--- src/rtl/regfile_bypass.sv ---
// rtl/regfile_bypass.sv - GPR/HI/LO register file with forwarding network, scoreboard and stall.
// Reads resolve combinationally from forwarding sources, the writeback port, then storage.
module regfile_bypass #(
    parameter int DW   = 32,
    parameter int NREG = 32,
    parameter int NFWD = 3,
    parameter int AW   = $clog2(NREG)
) (
    input  logic                 clk,
    input  logic                 resetn,
    input  logic [AW-1:0]        raddr1,
    input  logic [AW-1:0]        raddr2,
    output logic [DW-1:0]        rdata1,
    output logic [DW-1:0]        rdata2,
    input  logic                 we,
    input  logic [AW-1:0]        waddr,
    input  logic [DW-1:0]        wdata,
    input  logic [NFWD-1:0]      fwd_we,
    input  logic [NFWD-1:0]      fwd_rdy,
    input  logic [NFWD*AW-1:0]   fwd_waddr,
    input  logic [NFWD*DW-1:0]   fwd_wdata,
    input  logic                 hi_we,
    input  logic                 lo_we,
    input  logic [DW-1:0]        hi_wdata,
    input  logic [DW-1:0]        lo_wdata,
    input  logic [NFWD-1:0]      fwd_hi_we,
    input  logic [NFWD-1:0]      fwd_lo_we,
    input  logic [NFWD*DW-1:0]   fwd_hi_wdata,
    input  logic [NFWD*DW-1:0]   fwd_lo_wdata,
    input  logic                 iss_long,
    input  logic [AW-1:0]        iss_waddr,
    input  logic                 iss_hilo,
    output logic [DW-1:0]        hi_rdata,
    output logic [DW-1:0]        lo_rdata,
    output logic                 stall
);

    logic [DW-1:0]   gpr [NREG];
    logic [NREG-1:0] busy;
    logic [DW-1:0]   hi_q;
    logic [DW-1:0]   lo_q;
    logic            hilo_busy;
    logic            rd_stall1;
    logic            rd_stall2;
    logic            hi_act;
    logic            lo_act;

    always_ff @(posedge clk or negedge resetn) begin
        if (!resetn) begin
            for (int r = 0; r < NREG; r++) gpr[r] <= '0;
            busy      <= '0;
            hi_q      <= '0;
            lo_q      <= '0;
            hilo_busy <= 1'b0;
        end else begin
            if (we && waddr != '0) gpr[waddr] <= wdata;
            if (hi_we) hi_q <= hi_wdata;
            if (lo_we) lo_q <= lo_wdata;
            // Entry 0 is never marked busy; an issue to the same register overrides its writeback clear.
            for (int r = 1; r < NREG; r++) begin
                if (iss_long && iss_waddr == r[AW-1:0])
                    busy[r] <= 1'b1;
                else if (we && waddr == r[AW-1:0])
                    busy[r] <= 1'b0;
            end
            if (iss_hilo)
                hilo_busy <= 1'b1;
            else if (hi_we || lo_we)
                hilo_busy <= 1'b0;
        end
    end

    // Returns {stall, data}; the loop runs oldest to youngest so the lowest index wins.
    function automatic logic [DW:0] resolve_gpr(input logic [AW-1:0] a);
        logic [DW-1:0] d;
        logic          hit;
        logic          rdy;
        d   = gpr[a];
        hit = 1'b0;
        rdy = 1'b1;
        if (we && waddr == a) begin
            d   = wdata;
            hit = 1'b1;
        end
        for (int i = NFWD - 1; i >= 0; i--) begin
            if (fwd_we[i] && fwd_waddr[i*AW +: AW] == a) begin
                d   = fwd_wdata[i*DW +: DW];
                hit = 1'b1;
                rdy = fwd_rdy[i];
            end
        end
        if (a == '0) return '0;
        return {(hit && !rdy) || (busy[a] && !hit), d};
    endfunction

    // Returns {source_active, data} for HI or LO.
    function automatic logic [DW:0] resolve_hl(input logic [NFWD-1:0]    fwe,
                                               input logic [NFWD*DW-1:0] fd,
                                               input logic               wen,
                                               input logic [DW-1:0]      wd,
                                               input logic [DW-1:0]      q);
        logic [DW-1:0] d;
        d = wen ? wd : q;
        for (int i = NFWD - 1; i >= 0; i--) begin
            if (fwe[i]) d = fd[i*DW +: DW];
        end
        return {wen || (|fwe), d};
    endfunction

    always_comb begin
        {rd_stall1, rdata1} = resolve_gpr(raddr1);
        {rd_stall2, rdata2} = resolve_gpr(raddr2);
        {hi_act, hi_rdata}  = resolve_hl(fwd_hi_we, fwd_hi_wdata, hi_we, hi_wdata, hi_q);
        {lo_act, lo_rdata}  = resolve_hl(fwd_lo_we, fwd_lo_wdata, lo_we, lo_wdata, lo_q);
        stall = resetn && (rd_stall1 || rd_stall2 || (hilo_busy && !(hi_act || lo_act)));
    end

endmodule
--- config.mk ---
export PLATFORM = sky130hd
export DESIGN_NAME = regfile_bypass
export DESIGN_NICKNAME = d
export VERILOG_FILES = /design/src/rtl/regfile_bypass.sv
export SDC_FILE = /design/constraint.sdc
export NUM_CORES = 2
export LEC_CHECK = 0
export BUFFER_PORTS_ARGS = -buffer_cell sky130_fd_sc_hd__buf_2
export CELL_PAD_IN_SITES_DETAIL_PLACEMENT = 0
export CELL_PAD_IN_SITES_GLOBAL_PLACEMENT = 1
export CORE_MARGIN = 4
export CORE_UTILIZATION = 50
export CTS_BUF_LIST = sky130_fd_sc_hd__clkbuf_2 sky130_fd_sc_hd__clkbuf_4 sky130_fd_sc_hd__clkbuf_8
export CTS_CLUSTER_DIAMETER = 200
export DETAILED_ROUTE_END_ITERATION = 10
export GPL_TIMING_DRIVEN = 0
export PLACE_DENSITY = 0.91
export RECOVER_POWER = 100
export REMOVE_ABC_BUFFERS = 1
export SLEW_MARGIN = 10
export SYNTH_ARGS = -nofsm -noshare
export SYNTH_HDL_FRONTEND = slang
export SYNTH_SLANG_ARGS = --single-unit
--- constraint.sdc ---
create_clock -name clk -period 3.4 [get_ports clk]
set_clock_uncertainty 0.1 [all_clocks]
set_input_delay 0.51 -clock clk [delete_from_list [all_inputs] [get_ports clk]]
set_output_delay 0.51 -clock clk [all_outputs]
set_load 0.01 [all_outputs]
* After elaboration in Yosys (flattened, before gate mapping) *
Cells that the tools add are included.

word-level totals
  flip-flop bits (word level) = 1120
  output and inout bits = 129
  word-level logic and storage cells = 386

cells by class
  bitwise logic cells = 3
  equality and inequality tests = 70
  mux-type cells = 113
  reductions and logical operators = 128
  $lt $le $gt $ge = 6

operator list
  operator                                                                       count
  1024-bit bitwise mux                                                           1
  32-bit two-way mux                                                             21
  32-bit binary-select mux with 5-bit select                                     2
  32-bit demux with 5-bit select                                                 1
  5-bit equality test (second input constant)                                    32
  33-bit two-way mux                                                             4
  1-bit two-way mux                                                              82
  5-bit by 4-bit equality test with 1-bit output (second input constant)         16
  1-bit logical AND                                                              78
  2-bit nonzero test                                                             32
  5-bit by 3-bit equality test with 1-bit output (second input constant)         8
  5-bit equality test                                                            8
  5-bit by 2-bit equality test with 1-bit output (second input constant)         4
  6-bit greater-or-equal comparator (second input constant)                      3
  5-bit NOT with 6-bit output                                                    3
  5-bit by 6-bit less-than comparator with 1-bit output (second input constant)  2
  1-bit binary-select mux with 5-bit select                                      2
  5-bit by 1-bit equality test with 1-bit output (second input constant)         2
  5-bit zero test                                                                2
  1-bit logical OR                                                               8
  6-bit by 1-bit less-than comparator with 1-bit output (second input constant)  1
  3-bit OR reduction                                                             2
  1-bit zero test                                                                5
  5-bit nonzero test                                                             1

* Depth between registers and ports, before layout *
  depth after elaboration = 13
  gate-level depth with buffers = 11

* Worst setup path after synthesis *
OpenSTA, ideal clock, no wires.

  path kind = input to output
  start = input port raddr2[1]
  end = output port rdata2[0]
  arrival time = 2.491 ns
  path buffers = 4
  cell stages on the path = 8
  setup slack = 0.299 ns
  cell sequence = buf_2 > buf_2 > buf_2 > clkbuf_1 > mux4_2 > mux4_2 > a21oi_1 > a21oi_1

on the way
  longest elaborated chain between the ends = 9

ends and longest elaborated chain
  element                                                 RTL line  RTL
  start: declaration                                      12        input logic [AW-1:0] raddr2,
  5-bit NOT with 6-bit output (not written as such)       78        d = gpr[a];
  32-bit binary-select mux with 5-bit select              78
  32-bit two-way mux (not written as such) (2 in series)  78
  32-bit two-way mux                                      81        if (we && waddr == a) begin
  32-bit two-way mux (3 in series)                        86        if (fwd_we[i] && fwd_waddr[i*AW +: AW] == a) begin
  33-bit two-way mux *                                    93        return {(hit && !rdy) || (busy[a] && !hit), d};
  end: declaration                                        14        output logic [DW-1:0] rdata2,

Every way passes the cells marked *; elsewhere a longest branch is shown, timed or not. The select of a mux whose other input is x is not followed.

* Final worst setup path *
  start = input port waddr[4]
  end = register gpr[378] (netlist name)

on the way
  longest elaborated chain between the ends = 6

ends and longest elaborated chain
  element                                                                                                                           RTL line  RTL
  start: declaration                                                                                                                16        input logic [AW-1:0] waddr,
  5-bit NOT with 6-bit output (not written as such)                                                                                 56        if (we && waddr != '0) gpr[waddr] <= wdata;
  6-bit greater-or-equal comparator (not written as such) or 6-bit by 1-bit less-than comparator with 1-bit output (tied branches)  56
  1-bit logical AND (not written as such)                                                                                           56
  32-bit two-way mux (not written as such)                                                                                          56
  32-bit demux with 5-bit select                                                                                                    56
  1024-bit bitwise mux                                                                                                              56
  end signal: indexed assignment                                                                                                    56
  end: declaration                                                                                                                  38        logic [DW-1:0] gpr [NREG];

Parallel ways exist; a longest one is shown, timed or not.
A chain may end at the register's enable or synchronous reset.

==> results.md <==
* Status: complete, but fails checks
* Failing checks: max-capacitance violations, max-slew violations, negative setup slack
* Clk Latency, worst-skew pair at 0.87 ns
* Max Fanout on Critical Path at 14
* Comb pwr share at 25.7%
* GR Util All Layers at 37.4%
* Final Critical Period at 3.84 ns
* Reg power frac at between 40 and 50%
* Largest net degree at the start of global routing at approximately 150
* Final cell count without fillers at 6,566
* Peak Freq at roughly 0.26 GHz
* Most common cell after layout, fill and taps aside: dfrtp_1
* Port-buffer cells at 566
* First-pass GRT wire length at approximately 350 mm
* Cells after DPL at 5,936
* Delay-heaviest family, CP: simple AND/OR/NAND/NOR gates
* CTS Sinks at between 1,000 and 1,500
* IR drop worst, VDD at 0.000365 V
* Routed WL per cell at 38.8 um
* Final Net Count at 5,219
* Hold Crit Class: in -> reg
* Synth Area in Compound Gates at 4.06%
* Crit share post-route at 113%
* Core area at 124,000 um^2
* Via count at 46,700
* Die height at 361 um
* Power Dens Cells at roughly 540 nW/um^2
* Slew headroom at -61.4%
* Total net switching power at 0.0123 W
* Slew Limit Fails at 1,198
* Final worst setup slack at -0.445 ns
* Post-synthesis sequential area ratio at about 45%
* Post-DP HPWL at around 140 mm
* Ratio of cells with drive above 1 in the final layout at 61.6%
* Grt total ovfl at 0
* Ys Warns at 1
* Synth async-reset ratio at 100%
* Least-Margin Pin Slew at 2.41 ns
* Initial DRC count at approximately 5,700
* Final WL at ~250 mm
* Post-route ant nets at 0
* Total Power at 0.0411 W
* Xor/xnor cell area share of the yosys netlist at 0.563%
* Crit end category: flip-flop
* CP startpoint kind: primary input
* Setup Viol. Count Final at 270
* Synthesis-stage register bit count at 1,120
* Data required, critical path at 4.06 ns
* Layout fillers at roughly 8,600
* Number of synthesized flops with an enable pin at 0
* Synth Area in Adders at 0%
* Placer congestion estimate at 0.918
* Post-synthesis mux area share at 45.1%
* Root Buffer Master: clkbuf_8
* Final setup TNS at -39.37 ns
* Row cnt at 129
* Clk pwr share at between 30% and 40%
* Internal at between 0.02 and 0.03 W
* Die X-Extent at 361 um
* Worst EP arrival at roughly 4.5 ns
* # H-tree levels at 4
* Primary FF master, synth: dfrtp_1
* Switching Share at 29.8%
* CTS tree: built
* Max-cap violations at 26
* Leak at 33.1 nW
* Synthesized area per cell at 15.1 um^2
* Vias in the first global route at 47,900
* Critical path class: in -> reg
* Reg clk slew, reported paths at 0.07 ns
* Io pins at 567
* Area of the die at 130,000 um^2
* Most frequent cells in the layout: dfrtp_1, mux2_2, mux4_2
* RSZ-0062 raised after global routing: true
* Max incr delay on CP at 1.67 ns
* Synth unique cells at 47
* Residual DRC at 0
* Largest family of logic cells by synthesized area: multiplexers
* Num CTS Buffers at 183
* Crit path max-delay cell type: nor2_1
* Final Hold Vio Count at 0
* Maximum clock path buffer count at 3
* Bufs and invs on worst path at 3
* DR vias/cell at 7.11
* Area Overhead vs Synth at 22.5%
* Initial core utilization at 50.3%
* Synth Area in Simple Gates at 1.94%
* Post-Syn Area at 62,200 um^2
* Worst-path cell chain: clkbuf_1 > nand3b_1 > nor2_1 > buf_2 > buf_16 > mux2_2
* Initial antenna violation count at 38
* Post-Syn Instances at 4,118
* First drt pass iteration count at 7
[cell type report]
type | count | area [um^2] | share of cell area [%]
Antenna cell | 11 | 27.5 | 0.0361
Clock inverter | 30 | 239 | 0.314
Clock buffer | 292 | 3660 | 4.80
Multi-Input combinational cell | 2516 | 33800 | 44.4
Inverter | 12 | 73.8 | 0.0969
Sequential cell | 1120 | 28000 | 36.8
Tap cell | 1637 | 2050 | 2.69
Timing Repair Buffer | 946 | 8290 | 10.9
Timing Repair inverter | 2 | 31.3 | 0.0411
[sequential cells by signal, summed over array words and instances (netlist names)]
register	cells
hilo_busy	1
hi_q	32
gpr	1024
lo_q	32
busy	31
[synth_stat cells, drive strengths merged (5+ instances only)]
library cell / number / area (um^2)
nand2: 91 / 342
xor2: 32 / 280
nor2b: 54 / 338
a22oi: 17 / 128
o221ai: 32 / 280
or2: 5 / 31.3
nor2: 29 / 109
xnor2: 8 / 70.1
nor4: 11 / 68.8
o21ai: 94 / 470
a221oi: 66 / 578
mux2i: 74 / 741
buf: 184 / 882
a211oi: 31 / 233
mux2: 1122 / 12600
o22ai: 33 / 206
clkbuf: 294 / 1100
nor3b: 6 / 45.0
nand3b: 6 / 45.0
mux4: 652 / 14700
dfrtp: 1120 / 28000
a22o: 8 / 70.1
a21oi: 84 / 420
o31ai: 6 / 45.0
inv: 11 / 41.3
nand3: 13 / 65.1
[worst paths after layout]
check	from	endpoint	slack [ns]	cells after the start
min in group asynchronous	resetn	gpr[953]$_DFFE_PN0P_	1.11	4
min reg2reg	gpr[1004]$_DFFE_PN0P_	gpr[1004]$_DFFE_PN0P_	0.29	0
max	waddr[4]	gpr[378]$_DFFE_PN0P_	-0.44	6
max reg2reg	busy[3]$_DFFE_PN0P_	busy[3]$_DFFE_PN0P_	2.02	3
max in group asynchronous	resetn	gpr[291]$_DFFE_PN0P_	0.38	5
min	wdata[22]	gpr[822]$_DFFE_PN0P_	0.16	2
[power groups by stage]
stage	Sequential, W	Combinational (W)	Clock, W
2_1_floorplan	0.0171	0.00605	0
3_3_place_gp	0.0175	0.00892	0
5_1_grt	0.0180	0.0110	0.0134
4_1_cts	0.0175	0.0102	0.0127
6_report	0.0178	0.0106	0.0128
3_5_place_dp	0.0177	0.00901	0
[stage by stage]
stage / area, um^2 / utilization [%] / hold WS [ns] / worst slack [ns]
floorplan: 60200 / - / 0.114 / -0.773
global placement: 65100 / 52.6 / 0.276 / -22.62
detailed placement: 67700 / 54.7 / 0.282 / -2.56
CTS: 76400 / 61.8 / 0.106 / -0.370
global route: 76200 / 61.6 / 0.178 / -0.370
finish: 76200 / 61.6 / 0.160 / -0.445
[layer usage]
| metal | wire, um | track usage [%] | vias to the layer above |
|---|---|---|---|
| li1 | - | - | 17500 |
| met1 | 80300 | 44.0 | 23900 |
| met2 | 115000 | 56.6 | 3972 |
| met3 | 35600 | 14.1 | 1306 |
| met4 | 23400 | 27.1 | 24 |
| met5 | 223 | 0.399 | - |
[what timing repair did]
item                       CTS  global route
hold buffers                83             0
gates resized for setup    311            64
setup endpoints to repair   65            65
pin swaps                   82            30
gates cloned                51             8
buffers inserted            96            62
hold endpoints to repair   195             0
[cells by family after synthesis]
| group | Yosys count |
|---|---|
| multiplexers | 1848 |
| AO/OA/AOI/OAI | 381 |
| buffers and inverters | 490 |
| flip-flops | 1120 |
| AND/OR/NAND/NOR | 239 |
| XOR/XNOR | 40 |
(Power assumes the default switching activity.)
